## src/rtl/loop_kernel_pkg.sv

```systemverilog
// Package: loop_kernel_pkg
// Shared kernel FSM state type and the MODE encodings for loop_kernel_arr.
//   state_t        : CHECK, FILL, SUM, DRAIN, DONE
//   MODE_FILL_SUM  : kernel fills the array with seed+k, then sums it
//   MODE_SUM_ONLY  : kernel sums whatever the array already holds
package loop_kernel_pkg;

    typedef enum logic [2:0] {
        CHECK,
        FILL,
        SUM,
        DRAIN,
        DONE
    } state_t;

    localparam int MODE_FILL_SUM = 0;
    localparam int MODE_SUM_ONLY = 1;

endpackage

```

## src/rtl/loop_kernel_arr_bank.sv

```systemverilog
// Module: arr_bank
// Single-port DEPTH x WIDTH RAM with synchronous write and a registered read
// address, so read data appears one cycle after the address is presented.
// No reset: contents and the address register power up undefined.
// Ports:
//   clk    in   1      clock
//   we     in   1      write enable
//   addr   in   AW     shared read/write address
//   wdata  in   WIDTH  write data
//   rdata  out  WIDTH  data at the address registered on the previous edge
module arr_bank #(
    parameter int WIDTH = 8,
    parameter int DEPTH = 4,
    localparam int AW = $clog2(DEPTH)
) (
    input  logic             clk,
    input  logic             we,
    input  logic [AW-1:0]    addr,
    input  logic [WIDTH-1:0] wdata,
    output logic [WIDTH-1:0] rdata
);

    logic [WIDTH-1:0] mem [DEPTH];
    logic [AW-1:0]    addr_q;

    always_ff @(posedge clk) begin
        if (we) begin
            mem[addr] <= wdata;
        end
        addr_q <= addr;
    end

    // Reading the registered address keeps this a block-RAM style read port.
    assign rdata = mem[addr_q];

endmodule

```

## src/rtl/loop_kernel_arr.sv

```systemverilog
// Module: loop_kernel_arr
// Array kernel: on a start pulse it optionally fills the array with seed+k,
// reads every entry back and reports the truncated sum. A zero seed skips the
// array entirely and reports 0. A host port can take over the array at any
// time; the kernel freezes its FILL/SUM progress while the host holds it.
// Ports:
//   clk                  in   1      clock
//   rst_n                in   1      asynchronous active-low reset
//   r_enable             in   1      start/reload, overrides all kernel state
//   init_i               in   WIDTH  seed, captured while r_enable is high
//   controlArr           in   1      host owns the array port
//   controlArrWEnable_a  in   1      host write enable
//   controlArrAddr_a     in   AW     host address
//   controlArrWData_a    in   WIDTH  host write data
//   controlArrRData_a    out  WIDTH  host read data (1-cycle latency)
//   w_enable             out  1      result valid
//   result               out  RW     truncated sum
module loop_kernel_arr
    import loop_kernel_pkg::*;
#(
    parameter int WIDTH = 8,
    parameter int DEPTH = 4,
    parameter int RW    = 16,
    parameter int MODE  = 0,
    localparam int AW = $clog2(DEPTH)
) (
    input  logic             clk,
    input  logic             rst_n,
    input  logic             r_enable,
    input  logic [WIDTH-1:0] init_i,
    input  logic             controlArr,
    input  logic             controlArrWEnable_a,
    input  logic [AW-1:0]    controlArrAddr_a,
    input  logic [WIDTH-1:0] controlArrWData_a,
    output logic [WIDTH-1:0] controlArrRData_a,
    output logic             w_enable,
    output logic [RW-1:0]    result
);

    localparam logic [AW-1:0] LAST_IDX   = AW'(DEPTH - 1);
    localparam bit            HAS_FILL   = (MODE != MODE_SUM_ONLY);

    state_t           state;
    logic [WIDTH-1:0] seed;
    logic [AW-1:0]    idx;
    logic [RW-1:0]    acc;
    logic             rd_valid;
    logic             host_rd_q;

    logic             kern_we;
    logic             mem_we;
    logic [AW-1:0]    mem_addr;
    logic [WIDTH-1:0] mem_wdata;
    logic [WIDTH-1:0] mem_rdata;

    // Host has absolute priority on the array port; the kernel only drives it
    // when the host is idle and no reload is in progress. The element value
    // wraps at WIDTH bits before it is written.
    always_comb begin
        kern_we   = (state == FILL) && !controlArr && !r_enable;
        mem_we    = controlArr ? controlArrWEnable_a : kern_we;
        mem_addr  = controlArr ? controlArrAddr_a    : idx;
        mem_wdata = controlArr ? controlArrWData_a   : WIDTH'(seed + WIDTH'(idx));
    end

    arr_bank #(
        .WIDTH (WIDTH),
        .DEPTH (DEPTH)
    ) u_bank (
        .clk   (clk),
        .we    (mem_we),
        .addr  (mem_addr),
        .wdata (mem_wdata),
        .rdata (mem_rdata)
    );

    // Host read data belongs to the host only on the cycle after it owned the
    // port, matching the registered read address of the bank.
    always_ff @(posedge clk or negedge rst_n) begin
        if (!rst_n) begin
            host_rd_q <= 1'b0;
        end else begin
            host_rd_q <= controlArr;
        end
    end

    assign controlArrRData_a = host_rd_q ? mem_rdata : {WIDTH{1'bx}};

    // Kernel FSM. A read issued in SUM returns data on the following cycle, so
    // accumulation is keyed on rd_valid rather than on the state; this also
    // lets a read issued just before a host takeover still land in acc, and
    // DRAIN exists only to collect the final read.
    always_ff @(posedge clk or negedge rst_n) begin
        if (!rst_n) begin
            state    <= DONE;
            w_enable <= 1'b0;
            result   <= '0;
            idx      <= '0;
            acc      <= '0;
            rd_valid <= 1'b0;
            seed     <= '0;
        end else if (r_enable) begin
            seed     <= init_i;
            acc      <= '0;
            idx      <= '0;
            w_enable <= 1'b0;
            rd_valid <= 1'b0;
            state    <= CHECK;
        end else begin
            if (rd_valid) begin
                acc <= acc + RW'(mem_rdata);
            end
            rd_valid <= 1'b0;

            case (state)
                CHECK: begin
                    if (seed == '0) begin
                        state <= DONE;
                    end else if (HAS_FILL) begin
                        state <= FILL;
                    end else begin
                        state <= SUM;
                    end
                end

                FILL: begin
                    if (!controlArr) begin
                        if (idx == LAST_IDX) begin
                            idx   <= '0;
                            state <= SUM;
                        end else begin
                            idx <= idx + 1'b1;
                        end
                    end
                end

                SUM: begin
                    if (!controlArr) begin
                        rd_valid <= 1'b1;
                        if (idx == LAST_IDX) begin
                            idx   <= '0;
                            state <= DRAIN;
                        end else begin
                            idx <= idx + 1'b1;
                        end
                    end
                end

                DRAIN: begin
                    state <= DONE;
                end

                DONE: begin
                    w_enable <= 1'b1;
                    result   <= acc;
                end

                default: begin
                    state <= DONE;
                end
            endcase
        end
    end

endmodule

```

## config.mk

```make
export PLATFORM = sky130hd
export DESIGN_NAME = loop_kernel_arr
export DESIGN_NICKNAME = d
export VERILOG_FILES = /design/src/rtl/loop_kernel_pkg.sv /design/src/rtl/loop_kernel_arr_bank.sv /design/src/rtl/loop_kernel_arr.sv
export SDC_FILE = /design/constraint.sdc
export NUM_CORES = 1
export LEC_CHECK = 0
export BUFFER_PORTS_ARGS = -buffer_cell sky130_fd_sc_hd__buf_2
export CAP_MARGIN = 20
export CORE_MARGIN = 2
export CORE_UTILIZATION = 52
export DETAILED_ROUTE_END_ITERATION = 12
export PLACE_DENSITY_LB_ADDON = 0.25
export RECOVER_POWER = 25
export SYNTH_ARGS = -nofsm -noshare
export SYNTH_HDL_FRONTEND = slang
export SYNTH_SLANG_ARGS = --single-unit
export TNS_END_PERCENT = 50
```

## constraint.sdc

```tcl
create_clock -name clk -period 2.6 [get_ports clk]
set_input_delay 0.52 -clock clk [delete_from_list [all_inputs] [get_ports clk]]
set_output_delay 0.52 -clock clk [all_outputs]
set_load 0.005 [all_outputs]
```

==> summary.md, run 1 <==
| Metric | Value |
|---|---|
| Fraction of layout cells with a size suffix above 1 | 31.98% |
| HPWL after detailed placement | ~5.2 mm |
| Share of synthesized area occupied by flip-flops and latches | between 50% and 60% |
| Max_slew headroom | 25.93% |
| Skew-Pair Late Insertion Delay | about 0.35 ns |
| Filler-free cell count of the finished design | around 470 |
| Power per standard cell area | between 500 and 600 mW/mm2 |
| Die outline area | 0.008121 mm2 |
| Routed len/inst | ~15 um |
| Fillers | around 600 |
| First-pass iteration count of the detailed router | 4 |
| Register-to-register setup slack | between 0.06 and 0.07 ns |
| Area post-placement | around 0.0043 mm2 |
| Detailed Route Iter0 Violations | ~110 |
| Post-synth top cells | sky130_fd_sc_hd__dfrtp_1, sky130_fd_sc_hd__edfxtp_1, sky130_fd_sc_hd__nor2_1, sky130_fd_sc_hd__nand2_1, sky130_fd_sc_hd__mux2_2 |
| Type of the worst setup path | reg -> reg |
| Vertical extent of the die | between 90 and 100 um |
| Number of warnings reported in the yosys synthesis log | 0 |
| Synth Net Count | 341 |
| Transition time at the pin with the least slew margin | around 1.1 ns |
| I/O pin count | 48 |
| Global routing met3 resource utilization | a little under 5% |
| Summed area of non-filler cells in the final layout | around 0.0045 mm2 |
| Horizontal extent of the die | 90.12 um |
| Beginning of the worst hold path | init_i[1] |
| Startpoint type of the worst setup path | flop |
| Share of the synthesized area in the top cell type | 29.85% |
| Data required time of the worst path | between 2 and 3 ns |
| Maximum number of pins on one net before global-route repair | between 40 and 50 |
| Cell depth of the worst flop-to-flop path | 8 |
| Top delay family on crit path | multiplexers |
| Synthesis-to-finish area growth | 17.23% |
| Yosys top cell by area | sky130_fd_sc_hd__dfrtp_1 |
| Maximum ir drop on the vdd rail | roughly 0.39 mV |
| Post-synth ARST share | roughly three fifths |
| Final nets | 400 |
| Number of design rule violations left after detail routing | 0 |
| TritonCTS sink count | 81 |
| Global Route Usage Sum | 18.08% |
| Highest-utilization routing layer at the global route stage | met2 |
| TritonCTS clock tree | done |
| Worst r2r dst | acc[11] |
| Status | complete, no violations |
| Worst path buffer plus inverter count | 1 |
| Setup TNS | 0 ns |
| Endpoint kind of the worst setup timing path | flop |
| Overflow left after global routing | 0 |
| Clock slew at the register clock pins of the worst setup and hold paths | roughly 0.080 ns |
| H-tree depth reported by CTS | 3 |
| Via count | around 2500 |
| Via count of the first global-routing pass | about 2400 |
| Shortest period the worst path allows | between 2 and 3 ns |
| Remaining antenna violation count after routing | 0 |
| Synth Instances | just over 300 |
| First-pass GRT wire length | ~12 mm |
| Setup skew after layout | 0.009389 ns |
| Worst hold slack after final layout | about 0.39 ns |
| Area of the core | a little over 0.007 mm2 |
| Endpoints failing setup | 0 |
| Met2 demand-to-capacity share in global routing | between 30% and 40% |
| Worst-path cell chain | buf_4, mux4_2, ha_1, o21ai_1, o21bai_2, nand2_1, a31oi_1, mux2_1 |
| Count of distinct cell types in the synthesized netlist | 49 |
| Synth area leaders | sky130_fd_sc_hd__dfrtp_1, sky130_fd_sc_hd__edfxtp_1, sky130_fd_sc_hd__mux2_2 |
| Worst hold path cell count | 3 |
| Setup repair after global routing missed its margin | true |
| Met1 GRT Util | a little under a quarter |
| Initial core utilization | a little over half |
| Count of maximum capacitance violations | 0 |
| Routed wire length | 7.074 mm |
| Cell area after synthesis | about 0.0039 mm2 |
| Leading cell type by number of instances after synthesis | sky130_fd_sc_hd__dfrtp_1 |
| Clock root buffer | sky130_fd_sc_hd__clkbuf_8 |
| Number of enable-type register cells in the synthesized netlist | 32 |
| Critical path arrival | between 2 and 3 ns |
| Clock buffer count from CTS | 9 |
| Final period utilization | 97.68% |
| Peak clock frequency supported by timing | ~390 MHz |
| Row count | 31 |
| Number of placed instances, taps included | 452 |
| Critical-path maximum fanout | 4 |
| Crit-path slowest cell | sky130_fd_sc_hd__mux4_2 |
| Seq cells post-synth | 81 |
| Final GP Congestion | a little under 0.9 |
| Slew Limit Fails | 0 |
| End of the worst hold path | seed[1] |
| Number of antenna violations at the first check in global routing | 0 |
| Port Buf Inserts | 47 |
| Type of the worst min-delay path | in -> reg |
| Delay contributed by the slowest stage of the critical path | between 0.5 and 0.6 ns |
| Main synth FF type | sky130_fd_sc_hd__dfrtp_1 |
| Count of hold-fix buffers inserted at cts | 0 |
| Number of vias per cell | 5.423 |
| Total inserted antenna cells | 0 |
| Leakage Power | 1.976 nW |
| Final total power | approximately 2.7 mW |
| Mapped Avg Cell Area | 12.64 um2 |
| CTS max path bufs | 2 |
| Final hold vios | 0 |
sequential cells by signal (all words and copies together), names as in the netlist, named ones only:
name,flops
idx,2
acc,16
state,3
u_bank.mem,32
seed,8
rd_valid,1
result,16
w_enable,1
power by group:
part	internal (mW)	switching, mW	total (mW)
Combinational	0.128	0.149	0.277
Clock	0.552	0.465	1.02
Sequential	1.39	0.0312	1.42
stage by stage:
stage / utilization, % / setup WS, ns
finish: 62.66 / 0.06044
global route: 62.66 / -0.02328
CTS: 62.17 / 0.004902
detailed placement: 58.98 / 0.001503
global placement: 58.98 / 0.05277
floorplan: - / 0.04483
routing by layer:
layer  part of all wire, %  vias to the layer above
met3                   4.4                        7
met1                    43                     1241
met2                    52                       62
met5                     0                        -
met4                  0.99                        0
li1                      -                     1228
worst reg2reg max path: cells and delay by family (launching register included):
kind / cells / cell delay [ns]
adders and majority gates: 1 / 0.38
AOI/OAI and AO/OA: 3 / 0.54
and+or+nand+nor: 1 / 0.12
muxes: 2 / 0.89
buffers and inverters: 1 / 0.16
DFF: 1 / 0.36
kinds of logic after synthesis:
| family | synth area share (%) |
|---|---|
| flops | 56.49 |
| xor+xnor | 2.953 |
| fa+ha+maj | 4.607 |
| buf+inv | 2.466 |
| mux | 14.37 |
| simple gates | 11.03 |
| compound gates | 8.079 |
layout by cell type, fill, tap and decap left out, drive strengths merged, types with 11 or more instances in the layout:
cell and count:
o21ai 15, ha 11, edfxtp 32, nand2 20
nand3 14, mux2 27, a21oi 11, dfrtp 46
inv 11, buf 60, nor2 26
timing repair:
| item | 4_1_cts | 5_1_grt |
|---|---|---|
| setup buffers | 0 | 0 |
| gates resized for setup | 1 | 8 |
| endpoints found under the setup margin | 2 | 10 |
| pin swaps | 0 | 2 |
layout make-up:
type / count / area [um2] / area share, %
inverter: 8 / 30.03 / 0.6643
clock inverter: 7 / 101.3 / 2.242
sequential: 81 / 2180 / 48.21
multi-input combinational: 203 / 1624 / 35.93
timing repair buffer: 61 / 337.8 / 7.473
tap: 99 / 123.9 / 2.740
clock buffer: 9 / 123.9 / 2.740
worst max path at each step:
stage / startpoint / end / slack (ns) / cells past startpoint
2_1_floorplan: flop / acc[8] / 0.04 / 9
3_3_place_gp: flop / acc[8] / 0.05 / 8
3_5_place_dp: flop / acc[8] / 0.002 / 8
4_1_cts: flop / acc[5] / 0.005 / 8
5_1_grt: flop / acc[11] / -0.02 / 8
6_report: flop / acc[11] / 0.06 / 8
No activity file was read; power rests on OpenSTA's default activity.
==> run 2, diff against run 1 <==
Settings changed: CORE_UTILIZATION 52 to 25, GPL_TIMING_DRIVEN set to 0, RECOVER_POWER 25 to not set.
==> run 2 against run 1 <==
Clock power is 9.8% higher; final area is 5.9% higher; flip-flop and latch count stayed put; first-iteration DRC count is 7.5% lower; clock-buffer cell count is 2 higher; global-route usage is 6.9 points lower; via count is 1.4% higher; final cell count is 20% higher; register-to-register slack hardly changed.
==> summary.md, run 2 (synthesis gave the netlist of run 1 again) <==
| Metric | Value |
|---|---|
| Setup skew after layout | 0.006382 ns (-0.003007 ns) |
| Seq pwr share | 49.7% (-2.6 points) |
| TritonCTS clock tree | done |
| Routed len/inst | 15.39 um (+1.8%) |
| Worst hold slack after final layout | 0.1482 ns (-0.2421 ns) |
| HPWL after detailed placement | 6.329 mm (+22%) |
| Power per standard cell area | 596.1 mW/mm2 (-0.59%) |
| Switching Fraction | 23.90% (+0.13 points) |
| I/O pin count | 48 (unchanged) |
| Synthesis-to-finish area growth | 24.11% |
| Number of antenna violations at the first check in global routing | 0 (unchanged) |
| Endpoints failing setup | 0 (unchanged) |
| Final hold vios | 0 (unchanged) |
| Total internal power | 2.171 mW (+5.1%) |
| Clk pwr share | 39.3% (+1.8 points) |
| Final period utilization | 97.87% (+0.20 points) |
| Minimum setup slack after placement | -0.3281 ns (-0.3296 ns) |
| Cell depth of the worst flop-to-flop path | 9 (+1) |
| First-pass GRT wire length | 13.92 mm (+21%) |
| Largest registers | u_bank.mem (32), acc (16), result (16) |
| Final nets | 404 (+1.0%) |
| Clock buffer count from CTS | 9 (unchanged) |
| Clock slew at the register clock pins of the worst setup and hold paths | 0.06 ns (-0.02 ns) |
| Skew-Pair Late Insertion Delay | 0.34 ns (about the same) |
| Maximum number of pins on one net before global-route repair | 29 (-40%) |
| Detailed Route Iter0 Violations | 99 (-7.5%) |
| Initial core utilization | 25.46% (-28 points) |
| Critical path arrival | 2.77 ns (about the same) |
| Count of maximum capacitance violations | 0 (unchanged) |
| First-pass iteration count of the detailed router | 4 (unchanged) |
| Combinational cell fraction of total power | 11.0% (+0.8 points) |
| Max_slew headroom | 43.74% (+18 points) |
| Global Route Usage Sum | 11.16% (-6.9 points) |
| Startpoint type of the worst setup path | flop |
| Port Buf Inserts | 46 (-2.1%) |
| Register-to-register setup slack | 0.06 ns (about the same) |
| Final Core Density | 31.60% (-31 points) |
| P_sw | 681.8 uW (+5.8%) |
| Transition time at the pin with the least slew margin | 0.8408 ns (-0.2702 ns) |
| Slew Limit Fails | 0 (unchanged) |
| Most common library cell in the layout ignoring fill and taps | sky130_fd_sc_hd__buf_2 |
| Worst r2r dst | acc[15] |
| H-tree depth reported by CTS | 3 (unchanged) |
| Type of the worst min-delay path | in -> async |
| Remaining antenna violation count after routing | 0 (unchanged) |
| Most flops, register | u_bank.mem |
| Area of the core | 0.01515 mm2 (+110%) |
| Endpoint kind of the worst setup timing path | flop |
| Critical-path maximum fanout | 6 (+2) |
| Number of flip-flops under the largest register name | 32 (unchanged) |
| Horizontal extent of the die | 128.2 um (+42%) |
| Setup repair after global routing missed its margin | true |
| Most frequent cells in the layout | sky130_fd_sc_hd__buf_2, sky130_fd_sc_hd__dfrtp_1, sky130_fd_sc_hd__edfxtp_1, sky130_fd_sc_hd__nor2_1, sky130_fd_sc_hd__nand2_1 |
| Final worst-path setup slack | 0.05535 ns (-0.005092 ns) |
| Overflow left after global routing | 0 (unchanged) |
| Row count | 45 (+45%) |
| TritonCTS sink count | 81 (unchanged) |
| Die outline area | 0.01643 mm2 (+100%) |
| Shortest period the worst path allows | 2.545 ns (+0.005092 ns) |
| Via count of the first global-routing pass | 2700 (+12%) |
| Leakage Power | 2.006 nW (+1.5%) |
| Final GP Congestion | 0.7507 (-14%) |
| Number of design rule violations left after detail routing | 0 (unchanged) |
| Final total power | 2.853 mW (+5.2%) |
| Clock root buffer | sky130_fd_sc_hd__clkbuf_16 |
| Fraction of layout cells with a size suffix above 1 | 31.90% (-0.075 points) |
| Number of vias per cell | 4.588 (-15%) |
| Maximum ir drop on the vdd rail | 0.2899 mV (-26%) |
| Vertical extent of the die | 128.2 um (+42%) |
| Status | complete, no violations |
| Total inserted antenna cells | 0 (unchanged) |
| Peak clock frequency supported by timing | 393.0 MHz (-0.20%) |
| Routed wire length | 8.634 mm (+22%) |
| Via count | 2574 (+1.4%) |
| CTS max path bufs | 2 (unchanged) |
| Type of the worst setup path | reg -> reg |
| Data required time of the worst path | 2.82 ns (-0.02 ns) |
## run 2: cell types whose count changed in the layout (fill, tap and decap cells not counted), sizes merged
cell | before | now
clkbuf | 10 | 14
clkinv | 1 | 5
inv | 11 | 8
buf | 60 | 62
bufinv | 2 | 0
clkinvlp | 1 | 0
## run 2: what timing repair did
| action | CTS | global route |
|---|---|---|
| gates resized for setup | 13 | 6 |
| hold buffers | 0 | 0 |
| pin swaps | 7 | 18 |
| buffers inserted | 4 | 2 |
| endpoints found under the setup margin | 11 | 10 |
## run 2: layout make-up
type                       count  area (um2)
inverter                       8       30.03
timing repair buffer          53       320.3
buffer                        12       67.56
tap                          188       235.2
clock buffer                  11       232.7
multi-input combinational    203        1695
sequential                    81        2181
fill                        1503       10360
clock inverter                 5       23.77
## run 2: power groups by stage
stage / combinational, mW / clock (mW) / sequential [mW]
final: 0.313 / 1.12 / 1.42
after global routing: 0.351 / 1.21 / 1.42
after CTS: 0.311 / 1.16 / 1.42
after detailed placement: 0.286 / 0 / 1.44
after global placement: 0.277 / 0 / 1.44
after floorplan: 0.170 / 0 / 1.43
## run 2: critical path: stages (launching register included)
cell and delay (ns):
sky130_fd_sc_hd__dfxtp_2 0.32, sky130_fd_sc_hd__buf_6 0.13, sky130_fd_sc_hd__buf_12 0.11, sky130_fd_sc_hd__mux4_2 0.54, sky130_fd_sc_hd__ha_2 0.40, sky130_fd_sc_hd__o211ai_1 0.11, sky130_fd_sc_hd__a21oi_1 0.20, sky130_fd_sc_hd__nand2_1 0.08
sky130_fd_sc_hd__a31oi_2 0.18, sky130_fd_sc_hd__mux2_1 0.34
## run 2: routing by layer
| layer | vias to the layer above | wire, um | GRT usage, % |
|---|---|---|---|
| li1 | 1240 | - | - |
| met1 | 1269 | 4050 | 14.40 |
| met2 | 51 | 4009 | 17.71 |
| met3 | 14 | 421 | 3.088 |
| met4 | 0 | 152 | 4.525 |
| met5 | - | 0 | 0 |
## run 2: worst max-delay path by stage
stage                         end  slack (ns)  depth (start not counted)  start
after floorplan            acc[8]        0.04                          9   flop
after global placement     acc[8]       -0.35                          9   flop
after detailed placement   acc[8]       -0.33                          9   flop
after CTS                  acc[8]       0.001                          8   flop
after global routing       acc[8]       -0.08                          9   flop
final                     acc[15]        0.06                          9   flop
## run 2: metrics by stage
stage               instances  setup TNS [ns]  cell area (um2)
floorplan                 305               0             3859
global placement          539          -1.618             4324
detailed placement        540          -1.549             4344
CTS                       559               0             4731
global route              561         -0.3832             4786
finish                    561               0             4786
==> run 3, diff against run 2 <==
Clock period 2.6 ns to 3.2 ns, I/O delays scaled along.
==> run 3 against run 2 <==
Sequential power shrank 19%; hold slack gained 0.028 ns; first-iteration DRC count grew 14%; routed wire length shrank 2.5%; critical path depth is the same; power shrank 18%; largest cell class unchanged.
==> summary.md, run 3 (synthesis gave the netlist of run 1 again) <==
| Metric | Value |
|---|---|
| Status | complete, no violations |
| Transition time at the pin with the least slew margin | 0.8243 ns (-0.01645 ns) |
| Via count of the first global-routing pass | 2563 (-5.1%) |
| Filler-free cell count of the finished design | 556 (-0.89%) |
| Total inserted antenna cells | 0 (unchanged) |
| Number of flip-flops under the largest register name | 32 (unchanged) |
| HPWL after detailed placement | 6.154 mm (-2.8%) |
| Initial core utilization | 25.46% (unchanged) |
| Overflow left after global routing | 0 (unchanged) |
| Fillers | 1508 (+0.33%) |
| CTS max path bufs | 2 (unchanged) |
| I/O pin count | 48 (unchanged) |
| Area of the multi-input gates | 0.001583 mm2 (-6.6%) |
| Skew-Pair Late Insertion Delay | 0.34 ns (about the same) |
| Final Core Density | 30.55% (-1.0 points) |
| Register-to-register setup slack | 0.24 ns (+0.19 ns) |
| Final hold vios | 0 (unchanged) |
| Clock buffer count from CTS | 9 (unchanged) |
| Startpoint type of the worst setup path | flop |
| Worst path buffer plus inverter count | 1 (-1) |
| Via count | 2514 (-2.3%) |
| Largest registers | u_bank.mem (32), acc (16), result (16) |
| Number of antenna violations at the first check in global routing | 0 (unchanged) |
| Port Buf Inserts | 46 (unchanged) |
| Number of placed instances, taps included | 539 (-0.19%) |
| Power per standard cell area | 508.6 mW/mm2 (-15%) |
| Critical path arrival | 3.16 ns (+0.39 ns) |
| Synthesis-to-finish area growth | 19.99% |
| Area of the core | 0.01515 mm2 (unchanged) |
| Clock slew at the register clock pins of the worst setup and hold paths | 0.06 ns (about the same) |
| Remaining antenna violation count after routing | 0 (unchanged) |
| Postcts setup bufs | 0 (-4) |
| Final nets | 399 (-1.2%) |
| Row count | 45 (unchanged) |
| Worst hold slack after final layout | 0.1767 ns (+0.02850 ns) |
| Flip-flop and latch area | 0.002178 mm2 (-0.11%) |
| Endpoint kind of the worst setup timing path | flop |
| Delay contributed by the slowest stage of the critical path | 0.44 ns (-0.10 ns) |
| Most frequent cells in the layout | sky130_fd_sc_hd__buf_2, sky130_fd_sc_hd__dfrtp_1, sky130_fd_sc_hd__edfxtp_1, sky130_fd_sc_hd__nor2_1, sky130_fd_sc_hd__nand2_1 |
| Horizontal extent of the die | 128.2 um (unchanged) |
| Data required time of the worst path | 3.40 ns (+0.58 ns) |
| Maximum number of pins on one net before global-route repair | 48 (+66%) |
| Setup TNS | 0 ns (unchanged) |
| Most common library cell in the layout ignoring fill and taps | sky130_fd_sc_hd__buf_2 |
| Number of cells upsized or downsized after cts | 0 (-13) |
| Cell depth of the worst flop-to-flop path | 9 (unchanged) |
| H-tree depth reported by CTS | 3 (unchanged) |
| Worst r2r dst | acc[8] |
| Die outline area | 0.01643 mm2 (unchanged) |
| Shortest period the worst path allows | 2.960 ns (+0.4150 ns) |
| Top delay family on crit path | adder cells |
| Global Route Usage Sum | 11.18% (+0.024 points) |
| First-pass iteration count of the detailed router | 6 (+2) |
| TritonCTS clock tree | done |
| Area post-placement | 0.004322 mm2 (-0.52%) |
| Max_slew headroom | 44.84% (+1.1 points) |
| Vertical extent of the die | 128.2 um (unchanged) |
| Fraction of layout cells with a size suffix above 1 | 27.45% (-4.5 points) |
| Type of the worst min-delay path | in -> async |
| Clock root buffer | sky130_fd_sc_hd__clkbuf_16 |
| Setup repair after global routing missed its margin | false |
| Most flops, register | u_bank.mem |
| Leakage Power | 1.979 nW (-1.3%) |
| Detailed Route Iter0 Violations | 113 (+14%) |
| Final GP Congestion | 0.7692 (+2.5%) |
| Crit-path slowest cell | sky130_fd_sc_hd__mux4_2 |
| Endpoints failing setup | 0 (unchanged) |
| Number of design rule violations left after detail routing | 0 (unchanged) |
| Routed len/inst | 15.14 um (-1.6%) |
| Count of maximum capacitance violations | 0 (unchanged) |
| Worst-path cell chain | buf_1, mux4_2, ha_1, fa_1, a211oi_1, o211ai_1, nand3_1, xor2_1, nor2_1 |
| First-pass GRT wire length | 13.81 mm (-0.80%) |
| Type of the worst setup path | reg -> reg |
| Routed wire length | 8.420 mm (-2.5%) |
| Maximum ir drop on the vdd rail | 0.1975 mV (-32%) |
| Slew Limit Fails | 0 (unchanged) |
| Setup skew after layout | 0.005885 ns (-0.0004968 ns) |
| Summed area of non-filler cells in the final layout | 0.004627 mm2 (-3.3%) |
| Critical-path maximum fanout | 8 (+2) |
| Peak clock frequency supported by timing | 337.9 MHz (-14%) |
| Final period utilization | 92.49% (-5.4 points) |
| TritonCTS sink count | 81 (unchanged) |
| Number of vias per cell | 4.522 (-1.5%) |
| Count of hold-fix buffers inserted at cts | 0 (unchanged) |
run 3: per-stage QoR:
stage	setup WS, ns	total power, mW
5_1_grt	0.04921	2.462
4_1_cts	0.1871	2.384
3_3_place_gp	0.2052	1.393
2_1_floorplan	0.5739	1.303
6_report	0.2404	2.353
3_5_place_dp	0.2292	1.399
run 3: worst max path at each step:
stage | cells past startpoint | end | slack (ns)
6_report | 9 | acc[8] | 0.24
3_3_place_gp | 9 | acc[8] | 0.21
2_1_floorplan | 9 | acc[8] | 0.57
3_5_place_dp | 9 | acc[8] | 0.23
4_1_cts | 9 | acc[8] | 0.19
5_1_grt | 9 | acc[8] | 0.05
run 3: worst register-to-register path: stages, from the launching register on:
cell and delay, ns:
sky130_fd_sc_hd__dfxtp_1 0.30, sky130_fd_sc_hd__buf_1 0.41, sky130_fd_sc_hd__mux4_2 0.44, sky130_fd_sc_hd__ha_1 0.28, sky130_fd_sc_hd__fa_1 0.44, sky130_fd_sc_hd__a211oi_1 0.35, sky130_fd_sc_hd__o211ai_1 0.25, sky130_fd_sc_hd__nand3_1 0.15
sky130_fd_sc_hd__xor2_1 0.15, sky130_fd_sc_hd__nor2_1 0.05
run 3: area by class of cell:
class                           instances  area share, %
Sequential cell                        81          47.08
Tap cell                              188          5.084
Clock buffer                           11          5.489
Multi-Input combinational cell        203          34.21
Inverter                                8         0.6490
Buffer                                 13          1.460
Timing Repair Buffer                   47          5.408
Clock inverter                          5         0.6220
run 3: power breakdown:
| group | switching (mW) | leakage, nW | internal, mW | total, mW |
|---|---|---|---|---|
| logic | 0.129 | 0.907 | 0.0972 | 0.227 |
| registers | 0.0211 | 0.938 | 1.13 | 1.15 |
| clock network | 0.410 | 0.134 | 0.567 | 0.977 |
| total | 0.560 | 1.98 | 1.79 | 2.35 |
run 3: metal layers:
layer / up-vias / GRT usage, % / part of all wire (%)
met4: 0 / 4.460 / 1.4
met2: 45 / 16.96 / 45
met5: - / 0 / 0
li1: 1231 / - / -
met3: 9 / 3.130 / 3.7
met1: 1229 / 15.12 / 50
